File: src/rtl/pipe_wb_stage_if.sv
// Memory-to-writeback bundle interface for pipe_wb_stage.
// Carries wdata only when PIPE_WB_WDATA_EN is defined.
interface pipe_wb_stage_if #(
  parameter int unsigned DATA_W = 32,
  parameter int unsigned RN_W   = 5,
  parameter int unsigned CNT_W  = 16
);
  logic              flush;
  logic              in_valid;
  logic              in_ready;
  logic              mwreg;
  logic              mm2reg;
  logic [DATA_W-1:0] mmo;
  logic [DATA_W-1:0] malu;
  logic [RN_W-1:0]   mrn;
  logic              out_valid;
  logic              out_ready;
  logic              wwreg;
  logic              wm2reg;
  logic [DATA_W-1:0] wmo;
  logic [DATA_W-1:0] walu;
  logic [RN_W-1:0]   wrn;
  logic [1:0]        occupancy;
  logic [CNT_W-1:0]  stall_cnt;
`ifdef PIPE_WB_WDATA_EN
  logic [DATA_W-1:0] wdata;

  modport master (
    output flush, in_valid, mwreg, mm2reg, mmo, malu, mrn, out_ready,
    input  in_ready, out_valid, wwreg, wm2reg, wmo, walu, wrn, occupancy, stall_cnt, wdata
  );
  modport slave (
    input  flush, in_valid, mwreg, mm2reg, mmo, malu, mrn, out_ready,
    output in_ready, out_valid, wwreg, wm2reg, wmo, walu, wrn, occupancy, stall_cnt, wdata
  );
`else
  modport master (
    output flush, in_valid, mwreg, mm2reg, mmo, malu, mrn, out_ready,
    input  in_ready, out_valid, wwreg, wm2reg, wmo, walu, wrn, occupancy, stall_cnt
  );
  modport slave (
    input  flush, in_valid, mwreg, mm2reg, mmo, malu, mrn, out_ready,
    output in_ready, out_valid, wwreg, wm2reg, wmo, walu, wrn, occupancy, stall_cnt
  );
`endif
endinterface

File: src/rtl/pipe_wb_stage.sv
// Elastic MEM/WB pipeline register: 2-entry skid buffer, flush, bubble gating, stall counter.
// Optional writeback mux output wdata when PIPE_WB_WDATA_EN is defined.
module pipe_wb_stage #(
  parameter int unsigned DATA_W = 32,
  parameter int unsigned RN_W   = 5,
  parameter int unsigned CNT_W  = 16
) (
  input logic              clock,
  input logic              reset,
  pipe_wb_stage_if.slave   bus
);
  localparam logic [CNT_W-1:0] CNT_MAX = '1;

  logic              r_main_v, r_skid_v, r_in_ready, r_wwreg;
  logic [1:0]        r_occ;
  logic [CNT_W-1:0]  r_stall;
  logic              r_main_wreg, r_main_m2reg, r_skid_wreg, r_skid_m2reg;
  logic [DATA_W-1:0] r_main_mo, r_main_alu, r_skid_mo, r_skid_alu;
  logic [RN_W-1:0]   r_main_rn, r_skid_rn;

  logic              w_accept, w_pop;
  logic              w_main_v_n, w_skid_v_n;
  logic [CNT_W-1:0]  w_stall_n;
  logic              w_main_wreg_n, w_main_m2reg_n, w_skid_wreg_n, w_skid_m2reg_n;
  logic [DATA_W-1:0] w_main_mo_n, w_main_alu_n, w_skid_mo_n, w_skid_alu_n;
  logic [RN_W-1:0]   w_main_rn_n, w_skid_rn_n;

  assign w_accept = bus.in_valid & r_in_ready;
  assign w_pop    = r_main_v & bus.out_ready;

  // Next-state: flush beats refill from skid, which beats loading the input.
  always_comb begin
    w_main_v_n     = r_main_v;
    w_skid_v_n     = r_skid_v;
    w_main_wreg_n  = r_main_wreg;
    w_main_m2reg_n = r_main_m2reg;
    w_main_mo_n    = r_main_mo;
    w_main_alu_n   = r_main_alu;
    w_main_rn_n    = r_main_rn;
    w_skid_wreg_n  = r_skid_wreg;
    w_skid_m2reg_n = r_skid_m2reg;
    w_skid_mo_n    = r_skid_mo;
    w_skid_alu_n   = r_skid_alu;
    w_skid_rn_n    = r_skid_rn;
    w_stall_n      = r_stall;

    if (r_main_v && !bus.out_ready && (r_stall != CNT_MAX)) begin
      w_stall_n = r_stall + CNT_W'(1);
    end

    if (bus.flush) begin
      w_main_v_n = 1'b0;
      w_skid_v_n = 1'b0;
    end else if (!r_main_v || w_pop) begin
      if (r_skid_v) begin
        w_main_v_n     = 1'b1;
        w_main_wreg_n  = r_skid_wreg;
        w_main_m2reg_n = r_skid_m2reg;
        w_main_mo_n    = r_skid_mo;
        w_main_alu_n   = r_skid_alu;
        w_main_rn_n    = r_skid_rn;
        w_skid_v_n     = w_accept;
        if (w_accept) begin
          w_skid_wreg_n  = bus.mwreg;
          w_skid_m2reg_n = bus.mm2reg;
          w_skid_mo_n    = bus.mmo;
          w_skid_alu_n   = bus.malu;
          w_skid_rn_n    = bus.mrn;
        end
      end else if (w_accept) begin
        w_main_v_n     = 1'b1;
        w_main_wreg_n  = bus.mwreg;
        w_main_m2reg_n = bus.mm2reg;
        w_main_mo_n    = bus.mmo;
        w_main_alu_n   = bus.malu;
        w_main_rn_n    = bus.mrn;
      end else begin
        w_main_v_n = 1'b0;
      end
    end else if (w_accept) begin
      w_skid_v_n     = 1'b1;
      w_skid_wreg_n  = bus.mwreg;
      w_skid_m2reg_n = bus.mm2reg;
      w_skid_mo_n    = bus.mmo;
      w_skid_alu_n   = bus.malu;
      w_skid_rn_n    = bus.mrn;
    end
  end

  // Derived outputs are registered from next-state so none depend on out_ready combinationally.
  always_ff @(posedge clock or posedge reset) begin
    if (reset) begin
      r_main_v     <= 1'b0;
      r_skid_v     <= 1'b0;
      r_in_ready   <= 1'b1;
      r_wwreg      <= 1'b0;
      r_occ        <= 2'd0;
      r_stall      <= '0;
      r_main_wreg  <= 1'b0;
      r_main_m2reg <= 1'b0;
      r_main_mo    <= '0;
      r_main_alu   <= '0;
      r_main_rn    <= '0;
      r_skid_wreg  <= 1'b0;
      r_skid_m2reg <= 1'b0;
      r_skid_mo    <= '0;
      r_skid_alu   <= '0;
      r_skid_rn    <= '0;
    end else begin
      r_main_v     <= w_main_v_n;
      r_skid_v     <= w_skid_v_n;
      r_in_ready   <= ~w_skid_v_n;
      r_wwreg      <= w_main_v_n & w_main_wreg_n;
      r_occ        <= 2'(w_main_v_n) + 2'(w_skid_v_n);
      r_stall      <= w_stall_n;
      r_main_wreg  <= w_main_wreg_n;
      r_main_m2reg <= w_main_m2reg_n;
      r_main_mo    <= w_main_mo_n;
      r_main_alu   <= w_main_alu_n;
      r_main_rn    <= w_main_rn_n;
      r_skid_wreg  <= w_skid_wreg_n;
      r_skid_m2reg <= w_skid_m2reg_n;
      r_skid_mo    <= w_skid_mo_n;
      r_skid_alu   <= w_skid_alu_n;
      r_skid_rn    <= w_skid_rn_n;
    end
  end

  assign bus.in_ready  = r_in_ready;
  assign bus.out_valid = r_main_v;
  assign bus.wwreg     = r_wwreg;
  assign bus.wm2reg    = r_main_m2reg;
  assign bus.wmo       = r_main_mo;
  assign bus.walu      = r_main_alu;
  assign bus.wrn       = r_main_rn;
  assign bus.occupancy = r_occ;
  assign bus.stall_cnt = r_stall;

`ifdef PIPE_WB_WDATA_EN
  logic [DATA_W-1:0] r_wdata;

  // Writeback mux result for the head bundle, zero while the stage is empty.
  always_ff @(posedge clock or posedge reset) begin
    if (reset) begin
      r_wdata <= '0;
    end else begin
      r_wdata <= w_main_v_n ? (w_main_m2reg_n ? w_main_mo_n : w_main_alu_n) : '0;
    end
  end

  assign bus.wdata = r_wdata;
`endif
endmodule

File: src/flat_wrapper.sv
// flat-port wrapper written by rule: the top's interface ports become plain ports
module pipe_wb_stage_flat 
#(
  parameter int unsigned DATA_W = 32,
  parameter int unsigned RN_W   = 5,
  parameter int unsigned CNT_W  = 16
)
  (clock, reset, bus_flush, bus_in_valid, bus_mwreg, bus_mm2reg, bus_mmo, bus_malu, bus_mrn, bus_out_ready, bus_in_ready, bus_out_valid, bus_wwreg, bus_wm2reg, bus_wmo, bus_walu, bus_wrn, bus_occupancy, bus_stall_cnt);
  pipe_wb_stage_if #(.DATA_W(DATA_W), .RN_W(RN_W), .CNT_W(CNT_W)) bus_i ();
  input logic clock;
  input logic reset;
  input wire logic [$bits(bus_i.flush)-1:0] bus_flush;
  input wire logic [$bits(bus_i.in_valid)-1:0] bus_in_valid;
  input wire logic [$bits(bus_i.mwreg)-1:0] bus_mwreg;
  input wire logic [$bits(bus_i.mm2reg)-1:0] bus_mm2reg;
  input wire logic [$bits(bus_i.mmo)-1:0] bus_mmo;
  input wire logic [$bits(bus_i.malu)-1:0] bus_malu;
  input wire logic [$bits(bus_i.mrn)-1:0] bus_mrn;
  input wire logic [$bits(bus_i.out_ready)-1:0] bus_out_ready;
  output wire logic [$bits(bus_i.in_ready)-1:0] bus_in_ready;
  output wire logic [$bits(bus_i.out_valid)-1:0] bus_out_valid;
  output wire logic [$bits(bus_i.wwreg)-1:0] bus_wwreg;
  output wire logic [$bits(bus_i.wm2reg)-1:0] bus_wm2reg;
  output wire logic [$bits(bus_i.wmo)-1:0] bus_wmo;
  output wire logic [$bits(bus_i.walu)-1:0] bus_walu;
  output wire logic [$bits(bus_i.wrn)-1:0] bus_wrn;
  output wire logic [$bits(bus_i.occupancy)-1:0] bus_occupancy;
  output wire logic [$bits(bus_i.stall_cnt)-1:0] bus_stall_cnt;
  assign bus_i.flush = bus_flush;
  assign bus_i.in_valid = bus_in_valid;
  assign bus_i.mwreg = bus_mwreg;
  assign bus_i.mm2reg = bus_mm2reg;
  assign bus_i.mmo = bus_mmo;
  assign bus_i.malu = bus_malu;
  assign bus_i.mrn = bus_mrn;
  assign bus_i.out_ready = bus_out_ready;
  assign bus_in_ready = bus_i.in_ready;
  assign bus_out_valid = bus_i.out_valid;
  assign bus_wwreg = bus_i.wwreg;
  assign bus_wm2reg = bus_i.wm2reg;
  assign bus_wmo = bus_i.wmo;
  assign bus_walu = bus_i.walu;
  assign bus_wrn = bus_i.wrn;
  assign bus_occupancy = bus_i.occupancy;
  assign bus_stall_cnt = bus_i.stall_cnt;
  pipe_wb_stage #(.DATA_W(DATA_W), .RN_W(RN_W), .CNT_W(CNT_W)) u_core (.clock(clock), .reset(reset), .bus(bus_i));
endmodule
File: config.mk
export PLATFORM = sky130hd
export DESIGN_NAME = pipe_wb_stage_flat
export DESIGN_NICKNAME = d
export VERILOG_FILES = /design/src/rtl/pipe_wb_stage_if.sv /design/src/rtl/pipe_wb_stage.sv /design/src/flat_wrapper.sv
export SDC_FILE = /design/constraint.sdc
export NUM_CORES = 1
export LEC_CHECK = 0
export CAP_MARGIN = 25
export CORE_MARGIN = 3
export CORE_UTILIZATION = 30
export DETAILED_ROUTE_END_ITERATION = 16
export GPL_ROUTABILITY_DRIVEN = 0
export PLACE_DENSITY = 0.55
export SYNTH_ARGS = -nofsm -noshare
export SYNTH_HDL_FRONTEND = slang
export SYNTH_SLANG_ARGS = --single-unit
File: constraint.sdc
create_clock -name clock -period 5.5 [get_ports clock]
set_input_delay 1.1 -clock clock [delete_from_list [all_inputs] [get_ports clock]]
set_output_delay 1.1 -clock clock [all_outputs]
set_load 0.03 [all_outputs]
==> summary.md <==
| Metric | Value |
|---|---|
| Worst Path Buf+Inv | `1` |
| Max-cap violations | `0` |
| WHS Path Cells | `1` |
| Peak supply drop | `roughly 0.00017 V` |
| Ranking of synthesized cells by area | `dfrtp_1 59%, mux2_2 11%, mux2i_1 10%, a21oi_1 5.2%, nor2_1 4.1%` |
| Inserted Clock Buffers | `17` |
| Slew Limit Fails | `0` |
| Die area | `between 20000 and 25000 um^2` |
| Port bufs | `approximately 170` |
| Power Internal | `approximately 2.6 mW` |
| Largest net degree at the start of global routing | `140` |
| Core Footprint | `between 20000 and 25000 um^2` |
| Die Ht | `between 150 and 200 um` |
| Final min period | `2740 ps` |
| Worst R2R Path Depth | `5` |
| Critical path cell sequence | `clkdlybuf4s50_1` |
| Clock tree buffer depth | `2` |
| RSZ-0062 raised after global routing | `false` |
| PostCTS Resize Cnt | `0` |
| Nets | `786` |
| Crit-path leading delay family | `buffers and inverters` |
| First-pass GRT wire length | `between 20000 and 30000 um` |
| Drt drc | `0` |
| PnR Total Power | `3.77 mW` |
| Crit path max-delay cell type | `clkdlybuf4s50_1` |
| Post-CTS Setup Bufs | `0` |
| Total track usage | `roughly an eighth` |
| Final setup TNS | `0 ps` |
| Hold Buf Count CTS | `0` |
| Register area share after synthesis | `between 50 and 60%` |
| Area share of the largest cell type after synthesis | `between 50% and 60%` |
| Worst r2r src | `u_core.r_skid_v` |
| DRT iter0 DRCs | `168` |
| CTS root buf | `clkbuf_16` |
| Grt total ovfl | `0` |
| Wire per inst | `between 15 and 20 um` |
| Ant diodes | `0` |
| Combinational share of power | `24.5%` |
| Max FO, Critical Path | `4` |
| Largest stage delay, worst path | `670 ps` |
| I/O Pins | `approximately 170` |
| Die W | `~160 um` |
| Area Growth Syn to Fin | `36.0%` |
| Worst path depth | `1` |
| Max-Slew Margin vs Limit | `between 40% and 50%` |
| Hold Crit Class | `reg -> reg` |
| Endpoints failing setup | `0` |
| Initial Util | `around 31%` |
| Setup CP Type | `reg -> out` |
| DRT antenna net count | `0` |
| #FFs+latches synth | `164` |
| Switching share of power | `a little under a third` |
| Final Hold Vio Count | `0` |
| Worst hold path startpoint | `u_core.r_skid_mo[27]` |
| Placed wire-length estimate | `about 11000 um` |
| Reg-to-reg endpoint | `u_core.bus.walu[31]` |
| Clock power share | `a little under a third` |
| Cell taking the most area after synthesis | `dfrtp_1` |
| Syn Area/Cell | `around 13 um^2` |
| CTS Sinks | `roughly 160` |
| Worst-skew pair later-pin latency | `between 400 and 500 ps` |
| Pwr dens | `roughly 400 nW/um^2` |
| Top_reg_cell synth | `dfrtp_1` |
| Worst R2R Setup Slack | `3210 ps` |
| Static leakage | `approximately 3.8 nW` |
| Number of synthesized flops with an enable pin | `0` |
| Clock transition at path regs | `around 60 ps` |
| Share of cells above drive strength 1 | `around 16%` |
| WHS Endpoint | `u_core.r_skid_mo[27]` |
| Pre-antenna DRT Iters | `4` |
| Post-Syn Area | `about 7000 um^2` |
| Seq pwr share | `a little over two fifths` |
| Maximum clock frequency | `0.364 GHz` |
| CTS tree | `yes` |
| Post-synth cell types | `38` |
| Rows | `54` |
| Total wire length | `around 16000 um` |
| Vias | `between 4000 and 5000` |
| Critical Path Sink Type | `output port` |
| H-tree Lvls | `4` |
| Critical Path RT | `roughly 4400 ps` |
| Critical Path AT | `1640 ps` |
| YS warnings | `0` |
| Synthesized Nets | `between 600 and 700` |
| Synth async-reset ratio | `100%` |
| Worst Setup Start Kind | `flip-flop` |
| Final clock skew | `between 10 and 15 ps` |
| Post-Syn Instances | `547` |
| Vias in the first global route | `between 4000 and 5000` |
| Fin crit share | `about half` |
| Via-per-instance ratio | `around 4.7` |
| Outcome | `completed` |
| Sw power | `~1.1 mW` |
| Actual slew at the worst max-slew pin | `846 ps` |
| Initial antenna violation count | `0` |
[logic make-up (layout without fill, tap and decap cells)]
kind of cell | after synthesis | in the layout | synth area share, %
XOR/XNOR | 15 | 15 | 1.90
flip-flops | 164 | 164 | 59.3
adder cells (fa/ha/maj) | 2 | 2 | 0.361
multiplexers | 143 | 143 | 22.0
AND/OR/NAND/NOR | 115 | 115 | 8.15
AO/OA/AOI/OAI | 75 | 75 | 5.58
buffers and inverters | 33 | 207 | 2.75
[layout by cell type (no fill, tap or decap), drive strengths merged, types with 6 or more instances in the layout]
master	synthesis	routed
mux2	72	72
a21oi	72	72
clkdlybuf4s50	0	166
nor2	77	77
dfrtp	163	163
clkbuf	6	18
nand2	9	9
inv	3	7
mux2i	71	71
buf	24	6
xor2	10	10
[flip-flops by register name, indices dropped and copies added (netlist names), 2 cells and up]
name and cells:
u_core.bus.wmo 32, u_core.bus.walu 32, u_core.r_skid_rn 5, u_core.bus.wrn 5, u_core.bus.occupancy 2, u_core.r_skid_mo 32, u_core.bus.stall_cnt 16, u_core.r_skid_alu 32
[worst max-delay path by stage]
stage	startpoint	to	slack, ps
finish	u_core.bus.in_ready	bus_in_ready	2760
CTS	u_core.bus.in_ready	bus_in_ready	2720
floorplan	reset	u_core.bus.occupancy[0]	2320
global route	bus_out_ready	u_core.r_skid_alu[5]	2670
global placement	bus_out_ready	u_core.r_skid_alu[26]	2390
detailed placement	bus_out_ready	u_core.r_skid_alu[6]	2330
[power by group through the flow]
| stage | combinational (mW) | sequential (mW) | clock (mW) |
|---|---|---|---|
| after detailed placement | 0.935 | 1.68 | 0 |
| after global routing | 0.996 | 1.70 | 1.28 |
| after floorplan | 0.337 | 1.87 | 0 |
| after global placement | 0.915 | 1.67 | 0 |
| final | 0.921 | 1.65 | 1.19 |
| after CTS | 0.937 | 1.66 | 1.23 |
[synth_stat cells (3+ instances only)]
master / count
nor4_1: 4
mux2_2: 65
nand3_1: 5
buf_6: 7
inv_1: 3
buf_1: 6
clkbuf_1: 6
nor2_1: 76
nor3_1: 3
xor2_1: 10
nand2_1: 9
mux2i_1: 71
nand4_1: 3
dfrtp_1: 163
mux2_1: 6
buf_2: 11
xnor2_1: 5
a21oi_1: 72
[cell type report]
class                      count  area (um^2)
clock buffer                  18          439
sequential                   164         4110
clock inverter                14          150
tap                          280          350
fill                        2081        12800
timing repair buffer         172         1720
inverter                       3         15.0
multi-input combinational    350         2640
[per-stage QoR]
step	utilization [%]	instance area [um^2]	hold slack (ps)	cells	worst slack [ps]
final	42.4	9420	487	1001	2760
after global routing	42.4	9420	514	1001	2670
after CTS	42.4	9420	494	1001	2720
after detailed placement	39.7	8830	479	969	2330
after global placement	39.7	8830	471	969	2390
after floorplan	-	6930	458	547	2320
[metal layers]
metal	vias to the layer above	part of all wire, %	wire [um]	global-route usage, %
li1	2240	-	-	-
met1	2348	47	7430	17.9
met2	122	47	7430	20.8
met3	13	5.9	936	3.72
met4	0	1.1	168	3.97
met5	-	0	0	0
Power figures use the tool's default switching activity.
